**src/rtl/code_lock_pkg.sv**
```systemverilog
// code_lock_pkg: shared types and constants for the multi-digit code lock.
// FSM state encoding and active-low lamp patterns driven onto led[1:0].
package code_lock_pkg;

    typedef enum logic [1:0] {
        ENTRY  = 2'd0,
        CHECK  = 2'd1,
        OPEN   = 2'd2,
        LOCKED = 2'd3
    } state_e;

    // led[1] = green (open), led[0] = red (wrong/locked); lamps are active-low
    localparam logic [1:0] LED_OFF   = 2'b11;
    localparam logic [1:0] LED_GREEN = 2'b01;
    localparam logic [1:0] LED_RED   = 2'b10;
    localparam logic [1:0] LED_BOTH  = 2'b00;

endpackage

```
**src/rtl/code_lock_if.sv**
```systemverilog
// code_lock_if: board-side signals of the code lock.
// The master drives the raw keys and switches; the slave (the lock) drives
// the lamps and the status counters.
interface code_lock_if #(
    parameter int DIGIT_W = 4
);
    logic               key;
    logic               key_clr;
    logic [DIGIT_W-1:0] sw_digit;
    logic [1:0]         led;
    logic [3:0]         tries_left;
    logic [2:0]         digit_cnt;
    logic               unlocked;
    logic               locked_out;

    modport master (
        output key, key_clr, sw_digit,
        input  led, tries_left, digit_cnt, unlocked, locked_out
    );

    modport slave (
        input  key, key_clr, sw_digit,
        output led, tries_left, digit_cnt, unlocked, locked_out
    );
endinterface

```
**src/rtl/key_pulse_filter.sv**
```systemverilog
// key_pulse_filter: synchronises an active-low raw key, debounces it and
// emits a single-cycle pulse on each debounced high-to-low transition.
// The pulse register rises DEBOUNCE_CYCLES+3 clocks after the raw level
// settles low: two synchroniser stages, then DEBOUNCE_CYCLES+1 stable samples.
module key_pulse_filter #(
    parameter int DEBOUNCE_CYCLES = 262143
) (
    input  logic clk,
    input  logic rst,
    input  logic key_n,
    output logic pulse
);
    localparam int CW = (DEBOUNCE_CYCLES < 1) ? 1 : $clog2(DEBOUNCE_CYCLES + 1);

    logic          sync1_q, sync1_d;
    logic          sync2_q, sync2_d;
    logic          stable_q, stable_d;
    logic          pulse_q, pulse_d;
    logic [CW-1:0] cnt_q, cnt_d;

    // Count consecutive samples differing from the accepted level; any bounce restarts it
    always_comb begin
        sync1_d  = key_n;
        sync2_d  = sync1_q;
        stable_d = stable_q;
        cnt_d    = '0;
        pulse_d  = 1'b0;
        if (sync2_q != stable_q) begin
            if (cnt_q == CW'(DEBOUNCE_CYCLES)) begin
                stable_d = sync2_q;
                pulse_d  = ~sync2_q;
            end else begin
                cnt_d = cnt_q + 1'b1;
            end
        end
    end

    // Filter state; idle level is "key released" (high)
    always_ff @(posedge clk or posedge rst) begin
        if (rst) begin
            sync1_q  <= 1'b1;
            sync2_q  <= 1'b1;
            stable_q <= 1'b1;
            pulse_q  <= 1'b0;
            cnt_q    <= '0;
        end else begin
            sync1_q  <= sync1_d;
            sync2_q  <= sync2_d;
            stable_q <= stable_d;
            pulse_q  <= pulse_d;
            cnt_q    <= cnt_d;
        end
    end

    assign pulse = pulse_q;
endmodule

```
**src/rtl/code_lock.sv**
```systemverilog
// code_lock: multi-digit code lock with confirm/clear keys, limited tries
// and a lockout state.
// Optional feature macro: CODE_LOCK_LOCKOUT_EN -- when defined, LOCKED
// expires after LOCKOUT_CYCLES clocks; otherwise LOCKED holds until rst.
module code_lock #(
    parameter int                        DIGIT_W         = 4,
    parameter int                        CODE_LEN        = 4,
    parameter logic [CODE_LEN*DIGIT_W-1:0] PASSWORD      = 16'h1234,
    parameter int                        MAX_TRIES       = 3,
    parameter int                        DEBOUNCE_CYCLES = 262143,
    parameter int                        LOCKOUT_CYCLES  = 12000000
) (
    input logic       clk,
    input logic       rst,
    code_lock_if.slave bus
);
    import code_lock_pkg::*;

    localparam int         CODE_W   = CODE_LEN * DIGIT_W;
    localparam logic [2:0] LAST_IDX = 3'(CODE_LEN - 1);
    localparam logic [3:0] TRIES0   = 4'(MAX_TRIES);

    if (CODE_LEN < 1 || CODE_LEN > 8 || MAX_TRIES < 1 || MAX_TRIES > 15 ||
        LOCKOUT_CYCLES < 1) begin : g_bad_params
        $error("code_lock: parameter out of range");
    end

    // Index 0 = confirm key, index 1 = clear key
    logic [1:0] raw_keys;
    logic [1:0] key_pulses;
    logic       cfm_pulse, clr_pulse;

    assign raw_keys  = {bus.key_clr, bus.key};
    assign cfm_pulse = key_pulses[0];
    assign clr_pulse = key_pulses[1];

    genvar gi;
    for (gi = 0; gi < 2; gi++) begin : g_filt
        key_pulse_filter #(
            .DEBOUNCE_CYCLES(DEBOUNCE_CYCLES)
        ) u_filt (
            .clk   (clk),
            .rst   (rst),
            .key_n (raw_keys[gi]),
            .pulse (key_pulses[gi])
        );
    end

    state_e            state_q, state_d;
    logic [CODE_W-1:0] code_q, code_d;
    logic [2:0]        cnt_q, cnt_d;
    logic [3:0]        tries_q, tries_d;
    logic [1:0]        led_q, led_d;
    logic              unlocked_q, unlocked_d;
    logic              locked_out_q, locked_out_d;

`ifdef CODE_LOCK_LOCKOUT_EN
    localparam int LCW = (LOCKOUT_CYCLES < 2) ? 1 : $clog2(LOCKOUT_CYCLES);
    logic [LCW-1:0] lock_cnt_q, lock_cnt_d;
`endif

    // Next-state and registered-output logic; clear always beats confirm
    always_comb begin
        state_d      = state_q;
        code_d       = code_q;
        cnt_d        = cnt_q;
        tries_d      = tries_q;
        led_d        = led_q;
        unlocked_d   = unlocked_q;
        locked_out_d = locked_out_q;
`ifdef CODE_LOCK_LOCKOUT_EN
        lock_cnt_d   = lock_cnt_q;
`endif
        case (state_q)
            ENTRY: begin
                if (clr_pulse) begin
                    cnt_d  = '0;
                    code_d = '0;
                    led_d  = LED_OFF;
                end else if (cfm_pulse) begin
                    code_d = (code_q << DIGIT_W) | CODE_W'(bus.sw_digit);
                    // digit_cnt holds at the last index through CHECK
                    if (cnt_q == LAST_IDX) begin
                        state_d = CHECK;
                    end else begin
                        cnt_d = cnt_q + 3'd1;
                    end
                end
            end
            CHECK: begin
                cnt_d  = '0;
                code_d = '0;
                if (code_q == PASSWORD) begin
                    state_d    = OPEN;
                    led_d      = LED_GREEN;
                    unlocked_d = 1'b1;
                end else if (tries_q > 4'd1) begin
                    state_d = ENTRY;
                    tries_d = tries_q - 4'd1;
                    led_d   = LED_RED;
                end else begin
                    state_d      = LOCKED;
                    tries_d      = '0;
                    led_d        = LED_BOTH;
                    locked_out_d = 1'b1;
`ifdef CODE_LOCK_LOCKOUT_EN
                    lock_cnt_d   = LCW'(LOCKOUT_CYCLES - 1);
`endif
                end
            end
            OPEN: begin
                if (clr_pulse) begin
                    state_d    = ENTRY;
                    tries_d    = TRIES0;
                    led_d      = LED_OFF;
                    unlocked_d = 1'b0;
                end
            end
            LOCKED: begin
`ifdef CODE_LOCK_LOCKOUT_EN
                if (lock_cnt_q == '0) begin
                    state_d      = ENTRY;
                    tries_d      = TRIES0;
                    led_d        = LED_OFF;
                    locked_out_d = 1'b0;
                end else begin
                    lock_cnt_d = lock_cnt_q - 1'b1;
                end
`endif
            end
            default: state_d = ENTRY;
        endcase
    end

    // FSM state and output registers
    always_ff @(posedge clk or posedge rst) begin
        if (rst) begin
            state_q      <= ENTRY;
            code_q       <= '0;
            cnt_q        <= '0;
            tries_q      <= TRIES0;
            led_q        <= LED_OFF;
            unlocked_q   <= 1'b0;
            locked_out_q <= 1'b0;
        end else begin
            state_q      <= state_d;
            code_q       <= code_d;
            cnt_q        <= cnt_d;
            tries_q      <= tries_d;
            led_q        <= led_d;
            unlocked_q   <= unlocked_d;
            locked_out_q <= locked_out_d;
        end
    end

`ifdef CODE_LOCK_LOCKOUT_EN
    // Lockout down-counter, loaded on entry to LOCKED
    always_ff @(posedge clk or posedge rst) begin
        if (rst) begin
            lock_cnt_q <= '0;
        end else begin
            lock_cnt_q <= lock_cnt_d;
        end
    end
`endif

    assign bus.led        = led_q;
    assign bus.tries_left = tries_q;
    assign bus.digit_cnt  = cnt_q;
    assign bus.unlocked   = unlocked_q;
    assign bus.locked_out = locked_out_q;
endmodule

```
**src/flat_wrapper.sv**
```systemverilog
// flat-port wrapper written by rule: the top's interface ports become plain ports
module code_lock_flat import code_lock_pkg::*;
#(
    parameter int                        DIGIT_W         = 4,
    parameter int                        CODE_LEN        = 4,
    parameter logic [CODE_LEN*DIGIT_W-1:0] PASSWORD      = 16'h1234,
    parameter int                        MAX_TRIES       = 3,
    parameter int                        DEBOUNCE_CYCLES = 262143,
    parameter int                        LOCKOUT_CYCLES  = 12000000
)
  (clk, rst, bus_key, bus_key_clr, bus_sw_digit, bus_led, bus_tries_left, bus_digit_cnt, bus_unlocked, bus_locked_out);
  code_lock_if #(.DIGIT_W(DIGIT_W)) bus_i ();
  input logic clk;
  input logic rst;
  input wire logic [$bits(bus_i.key)-1:0] bus_key;
  input wire logic [$bits(bus_i.key_clr)-1:0] bus_key_clr;
  input wire logic [$bits(bus_i.sw_digit)-1:0] bus_sw_digit;
  output wire logic [$bits(bus_i.led)-1:0] bus_led;
  output wire logic [$bits(bus_i.tries_left)-1:0] bus_tries_left;
  output wire logic [$bits(bus_i.digit_cnt)-1:0] bus_digit_cnt;
  output wire logic [$bits(bus_i.unlocked)-1:0] bus_unlocked;
  output wire logic [$bits(bus_i.locked_out)-1:0] bus_locked_out;
  assign bus_i.key = bus_key;
  assign bus_i.key_clr = bus_key_clr;
  assign bus_i.sw_digit = bus_sw_digit;
  assign bus_led = bus_i.led;
  assign bus_tries_left = bus_i.tries_left;
  assign bus_digit_cnt = bus_i.digit_cnt;
  assign bus_unlocked = bus_i.unlocked;
  assign bus_locked_out = bus_i.locked_out;
  code_lock #(.DIGIT_W(DIGIT_W), .CODE_LEN(CODE_LEN), .PASSWORD(PASSWORD), .MAX_TRIES(MAX_TRIES), .DEBOUNCE_CYCLES(DEBOUNCE_CYCLES), .LOCKOUT_CYCLES(LOCKOUT_CYCLES)) u_core (.clk(clk), .rst(rst), .bus(bus_i));
endmodule
```
**config.mk**
```make
export PLATFORM = sky130hd
export DESIGN_NAME = code_lock_flat
export DESIGN_NICKNAME = d
export VERILOG_FILES = /design/src/rtl/code_lock_pkg.sv /design/src/rtl/code_lock_if.sv /design/src/rtl/key_pulse_filter.sv /design/src/rtl/code_lock.sv /design/src/flat_wrapper.sv
export SDC_FILE = /design/constraint.sdc
export NUM_CORES = 1
export LEC_CHECK = 0
export CORE_MARGIN = 1.5
export CORE_UTILIZATION = 38
export CTS_CLUSTER_DIAMETER = 80
export DETAILED_ROUTE_END_ITERATION = 10
export DONT_BUFFER_PORTS = 1
export SETUP_SLACK_MARGIN = 0.1
export SLEW_MARGIN = 10
export SYNTH_ARGS = -nofsm -noshare
export SYNTH_HDL_FRONTEND = slang
export SYNTH_SLANG_ARGS = --single-unit
```
**constraint.sdc**
```tcl
create_clock -name clk -period 3.05 [get_ports clk]
set_clock_uncertainty 0.15 [all_clocks]
set_input_delay 0.4575 -clock clk [delete_from_list [all_inputs] [get_ports clk]]
set_output_delay 0.4575 -clock clk [all_outputs]
set_load 0.01 [all_outputs]
```
==> results of run 1 <==
==> registers in the layout, indices dropped and copies added (netlist names) <==
register	flops
u_core.bus.digit_cnt	3
u_core.bus.led	2
u_core.bus.locked_out	1
u_core.bus.tries_left	4
u_core.bus.unlocked	1
u_core.code_q	16
u_core.g_filt.u_filt.cnt_q	36
u_core.g_filt.u_filt.pulse	2
u_core.g_filt.u_filt.stable_q	2
u_core.g_filt.u_filt.sync1_q	2
u_core.g_filt.u_filt.sync2_q	2
u_core.state_q	2
==> cell usage after synthesis, types with 2 or more instances <==
cell type,n
dfstp_2,10
nand3b_1,3
or4_4,2
inv_1,14
or3_1,3
o22a_1,2
and3_1,2
nor3_1,10
o21ai_0,23
nand3_1,17
o211ai_1,2
nor3b_1,2
mux2_4,2
nor4b_1,3
a221oi_1,2
nand2b_1,4
nand4_1,8
mux2i_1,3
ha_1,10
o21ai_2,2
nor2_1,43
buf_2,2
xor2_1,7
and4_1,3
a21oi_1,2
clkbuf_1,7
nand2_1,51
nor4_1,8
dfrtp_1,63
nor2b_1,2
o22ai_1,2
a21boi_1,2
xnor2_1,23
a31oi_1,2
==> metal layers <==
metal  track usage, %  vias to the layer above
met5                0                        -
met4             4.88                        0
met3             3.23                        7
met2             23.7                       36
met1             18.5                     1212
li1                 -                     1241
==> final cells by class <==
cell class	count	area [um2]
tap	108	135
multi-input combinational	259	1600
sequential	73	1840
fill	854	4940
timing repair buffer	7	60.1
clock inverter	7	101
clock buffer	9	124
inverter	14	52.6
==> power breakdown <==
group          leakage, nW  internal (W)  total [W]  switching (W)
Clock                0.106      0.000467   0.000849       0.000381
Combinational        0.556     0.0000136  0.0000456      0.0000320
Sequential           0.958      0.000979   0.000990      0.0000112
Total                 1.62       0.00146    0.00188       0.000424
==> worst register-to-register path, stage by stage (launching register included) <==
cell	delay (ns)
dfrtp_1	0.42
ha_1	0.26
nand4_2	0.20
or4_4	0.58
o21ai_2	0.53
nor2_1	0.13
==> worst max-delay path by stage <==
stage,endpoint,cells after the start,slack [ns],from
floorplan,u_core.bus.digit_cnt[0],1,0.61,rst
global placement,u_core.g_filt[0].u_filt.cnt_q[9],5,0.68,u_core.g_filt[0].u_filt.cnt_q[0]
detailed placement,u_core.g_filt[0].u_filt.cnt_q[9],5,0.62,u_core.g_filt[0].u_filt.cnt_q[0]
CTS,u_core.g_filt[0].u_filt.cnt_q[9],5,0.60,u_core.g_filt[0].u_filt.cnt_q[0]
global route,u_core.g_filt[0].u_filt.cnt_q[4],5,0.47,u_core.g_filt[0].u_filt.cnt_q[0]
finish,u_core.g_filt[0].u_filt.cnt_q[9],5,0.65,u_core.g_filt[0].u_filt.cnt_q[0]
==> cell families after synthesis <==
logic type	Yosys count
mux	5
simple gates	170
fa+ha+maj	10
buf+inv	23
flops	73
xor+xnor	30
compound gates	44
==> stage by stage <==
stage / worst slack (ns) / cells
floorplan: 0.606 / 355
global placement: 0.678 / 458
detailed placement: 0.624 / 458
CTS: 0.600 / 477
global route: 0.470 / 477
finish: 0.647 / 477
==> key figures, run 1 <==
Floorplan
  – Total core area: slightly below 9000 um2
  – IO Pins: 19
  – Chip width: slightly below 100 um
  – Initial Util: 39.8%
  – Site Rows: 34
  – Die H: 99.2 um
  – Die Area: between 9000 and 10,000 um2

Synthesis
  – Combinational family with the most area after synthesis: simple AND/OR/NAND/NOR gates
  – Ys Warns: 0
  – Share of flip-flops with an asynchronous set or reset: 100%
  – Adder-cell area share of the yosys netlist: around 3.6%
  – Xor and xnor area share after synthesis: ~7.5%
  – Synth Area in Simple Gates: approximately a quarter
  – Compound-Gate Fraction of Synth Area: 7.97%
  – Synth top area cells: dfrtp_1 (45%), dfstp_2 (7.5%), xnor2_1 (5.7%)
  – Seq/Total Area, Yosys: a little over half
  – Post-synth EDFFs: 0
  – Syn Area/Cell: 9.91 um2
  – Flops & latches, synth: 73
  – Largest area contributor in the netlist: dfrtp_1
  – Yosys top cell area share: 44.8%
  – Post-Syn Instances: approximately 360
  – Post-synthesis net count: ~370
  – Mux share of post-synthesis cell area: between 1.5 and 2%
  – Post-synth top flop: dfrtp_1
  – Mapped cell area: around 3500 um2
  – Synth unique cells: 48

Worst setup path
  – Delay-heaviest family, CP: simple AND/OR/NAND/NOR gates
  – CP max stage cell: or4_4
  – CP required: between 3 and 4 ns
  – Reg-to-reg slack, setup: between 0.6 and 0.7 ns
  – Reg-to-Reg End: u_core.g_filt[0].u_filt.cnt_q[9]
  – Critical-path cell list: ha_1, nand4_2, or4_4, o21ai_2, nor2_1
  – WS Path Type: flip-flop to flip-flop
  – Critical path arrival: between 2 and 2.5 ns
  – Worst Reg-to-Reg Cells: 5
  – Worst r2r src: u_core.g_filt[0].u_filt.cnt_q[0]
  – CP peak stage delay: roughly 0.58 ns
  – Kind of end point of the critical path: flip-flop
  – Worst Path Buf+Inv: 0
  – Crit-path max FO: 16
  – Worst Setup Start Kind: flip-flop

Clocking
  – Clock Sinks: between 70 and 80
  – CTS Hold Bufs: 3
  – CTS resizes: 0
  – Num CTS Buffers: 9
  – Root Driver: clkbuf_8
  – Clock transition at path regs: ~0.09 ns
  – Setup Buffers After CTS: 0
  – TritonCTS clock tree: built
  – Max Buffers Root-to-Sink: 2
  – H-tree Lvls: 3
  – Skew-Pair Late Insertion Delay: between 0.3 and 0.4 ns

Timing
  – Final Max Slew Viols: 0
  – Peak Freq: about 0.42 GHz
  – Worst slew margin: ~51%
  – Setup Viol. Count Final: 0
  – Fin. Hold Viols: 0
  – Worst slew pin tran: ~0.74 ns
  – Sum Neg Setup Slack: 0 ns
  – Final min period: 2.40 ns
  – Final worst-path cycle share: 78.8%
  – Min Hold Slack: 0.0861 ns
  – Unrepaired setup endpoints after global routing: no

Hold path
  – Hold Path Stages: 2
  – Min-delay worst type: input port to flip-flop
  – Hold EP: u_core.code_q[0]
  – Worst Hold Launch: bus_sw_digit[0]

Placed design
  – Area after DPL: between 3000 and 4000 um2
  – DPL Wire Length: around 4.4 mm
  – Port Buf Inserts: 0
  – GPL Wtd Cong: between 0.7 and 0.8

Detailed routing
  – Routed wire length: 6.44 mm
  – Met3 wire len: ~170 um
  – Remaining DRCs: 0
  – Metal1 wirelength: around 3.1 mm
  – Via-to-Cell Ratio: around 5.2
  – Highest metal used: met4
  – Routed vias: about 2,500
  – Met2 wire length: about 3 mm
  – Initial DRC count: a little over 90
  – Detail Route Antenna Nets: 0
  – Drt wl/cell: 13.5 um
  – Drt pass-1 iters: 6

Finish
  – Most frequent cells in the layout: dfrtp_1 (63), nand2_1 (51), nor2_1 (42)
  – Fin nets: ~380
  – # diodes: 0
  – Area Overhead vs Synth: 11.2%
  – Final instance area: slightly below 4000 um2
  – Final core occ: between 40% and 50%
  – Layout cell share with drive strength beyond 1: ~12%
  – Most common cell after layout, fill and taps aside: dfrtp_1

Outcome
  – Status: complete, no violations

Global route
  – Global route overflow: 0
  – Global-route wire length before repair: around 11 mm
  – Initial antenna violation count: 0
  – Gr usage total: between 10% and 20%
  – Largest net degree at the start of global routing: 33
  – Vias in the first global route: roughly 2,500

Pwr
  – Max VDD drop: roughly 0.28 mV
  – LEAKAGE: ~1.6 nW
  – Pwr dens: ~480 nW/um2
  – Overall Power: between 0.0015 and 0.002 W

Flow run
  – Count of maximum capacitance violations: 0
(Power assumes the default switching activity.)
==> inputs of run 2 (changes only) <==
==> constraint.sdc (replaced) <==
create_clock -name clk -period 2.4 [get_ports clk]
set_clock_uncertainty 0.15 [all_clocks]
set_input_delay 0.36 -clock clk [delete_from_list [all_inputs] [get_ports clk]]
set_output_delay 0.36 -clock clk [all_outputs]
set_load 0.01 [all_outputs]
==> key figures, run 2 (synthesized netlist as in run 1, its figures left out) <==
Detailed routing
  – Drt wl/cell: between 10 and 15 um
  – Via-to-Cell Ratio: about 5.1
  – Routed wire length: slightly above 6 mm
  – Remaining DRCs: 0
  – Detail Route Antenna Nets: 0
  – Initial DRC count: 66
  – Drt pass-1 iters: 4
  – Routed vias: approximately 2,500

Timing
  – Fin. Hold Viols: 0
  – Worst slew pin tran: around 0.70 ns
  – Min Hold Slack: a little under 0.2 ns
  – Worst slew margin: between 50 and 60%
  – Peak Freq: ~0.46 GHz
  – Final min period: roughly 2.2 ns
  – Final Max Slew Viols: 0
  – Setup Viol. Count Final: 0
  – Final worst-path cycle share: 91.3%
  – Unrepaired setup endpoints after global routing: no
  – Sum Neg Setup Slack: 0 ns

Placed design
  – GPL Wtd Cong: 0.752
  – DPL Wire Length: 4.19 mm
  – Area after DPL: between 3000 and 4000 um2
  – Port Buf Inserts: 0

Floorplan
  – Total core area: between 8000 and 9000 um2
  – IO Pins: 19
  – Chip width: roughly 100 um
  – Site Rows: 34
  – Die Area: about 10000 um2
  – Initial Util: between 30% and 40%
  – Die H: slightly below 100 um

Worst setup path
  – WS Path Type: flip-flop to flip-flop
  – Kind of end point of the critical path: flip-flop
  – Worst Setup Start Kind: flip-flop
  – Worst Path Buf+Inv: 0
  – Critical path arrival: ~2.3 ns
  – CP max stage cell: or4_4
  – Crit-path max FO: 6
  – Critical-path cell list: ha_2, nand4_4, or4_4, or2_4, mux2_4
  – CP peak stage delay: around 0.6 ns
  – Delay-heaviest family, CP: simple AND/OR/NAND/NOR gates
  – CP required: about 2.5 ns

Clocking
  – Num CTS Buffers: 9
  – Root Driver: clkbuf_8
  – Clock Sinks: 73
  – Setup Buffers After CTS: 0
  – H-tree Lvls: 3
  – Skew-Pair Late Insertion Delay: between 0.3 and 0.4 ns
  – Max Buffers Root-to-Sink: 2
  – Clock transition at path regs: around 0.08 ns
  – TritonCTS clock tree: built

Pwr
  – Max VDD drop: between 0.2 and 0.3 mV
  – LEAKAGE: roughly 1.6 nW
  – Pwr dens: 576 nW/um2
  – Overall Power: 0.00230 W

Flow run
  – Count of maximum capacitance violations: 0

Global route
  – Initial antenna violation count: 0
  – Global route overflow: 0
  – Vias in the first global route: 2,525
  – Global-route wire length before repair: roughly 11 mm
  – Largest net degree at the start of global routing: between 70 and 80
  – Gr usage total: 13.9%

Finish
  – Max reg flops: 36
  – Multi-input logic area: ~1600 um2
  – Layout cell share with drive strength beyond 1: approximately 14%
  – # diodes: 0
  – Register Area: ~1800 um2
  – FILL cells: around 830
  – Most common cell after layout, fill and taps aside: dfrtp_1
  – Most frequent cells in the layout: dfrtp_1 (63), nand2_1 (51), nor2_1 (42)
  – Fin nets: between 300 and 400
  – Final instance area: around 4000 um2
  – Top reg by flops: u_core.g_filt.u_filt.cnt_q
  – Area Overhead vs Synth: 13.4%

Outcome
  – Status: complete, no violations

Hold path
  – Min-delay worst type: flip-flop to flip-flop
## run 2: repair_timing
item,CTS,global route
endpoints found under the setup margin,0,23
gates resized for setup,0,3
endpoints found under the hold margin,69,0
hold buffers,7,0
## run 2: cell type report
class / instances / area share [%]
inverters: 14 / 1.41
clock buffers: 9 / 3.10
multi-input cells: 259 / 40.3
flip-flops and latches: 73 / 46.1
clock inverters: 7 / 2.01
repair buffers: 16 / 3.76
well taps: 108 / 3.39
## run 2: worst paths after layout
check	from	to	slack, ns	cells after the start
max	u_core.g_filt[1].u_filt.cnt_q[0]	u_core.g_filt[1].u_filt.stable_q	0.21	5
min	u_core.g_filt[1].u_filt.sync1_q	u_core.g_filt[1].u_filt.sync2_q	0.20	0
max reg2reg	u_core.g_filt[1].u_filt.cnt_q[0]	u_core.g_filt[1].u_filt.stable_q	0.21	5
min reg2reg	u_core.g_filt[1].u_filt.sync1_q	u_core.g_filt[1].u_filt.sync2_q	0.20	0
max in group asynchronous	rst	u_core.bus.tries_left[0]	1.31	3
min in group asynchronous	rst	u_core.g_filt[0].u_filt.cnt_q[15]	0.45	3
## run 2: through the flow
step,std cells,setup slack [ns],utilization [%]
3_5_place_dp,463,0.164,41.9
6_report,486,0.209,45.1
4_1_cts,486,0.164,45.0
5_1_grt,486,0.108,45.1
3_3_place_gp,463,0.228,41.9
2_1_floorplan,355,0.276,-
## run 2: worst register-to-register path: cells and delay by family (launching register included)
kind	cells	cell delay, ns
fa+ha+maj	1	0.26
flops	1	0.41
mux	1	0.29
simple gates	3	1.02
## run 2: power breakdown
part,switching [W],internal (W),total [W]
Combinational,0.0000433,0.0000266,0.0000699
Sequential,0.0000135,0.00124,0.00126
Clock,0.000484,0.000489,0.000972
Total,0.000541,0.00176,0.00230
## run 2: metal layers
metal / vias up / global-route usage (%) / share of wire (%) / wire [um]
met5: - / 0 / 0 / 0
met4: 0 / 7.48 / 2.5 / 154
met3: 12 / 2.60 / 2.8 / 171
met2: 39 / 21.6 / 45 / 2800
met1: 1177 / 18.4 / 49 / 3050
li1: 1262 / - / - / -
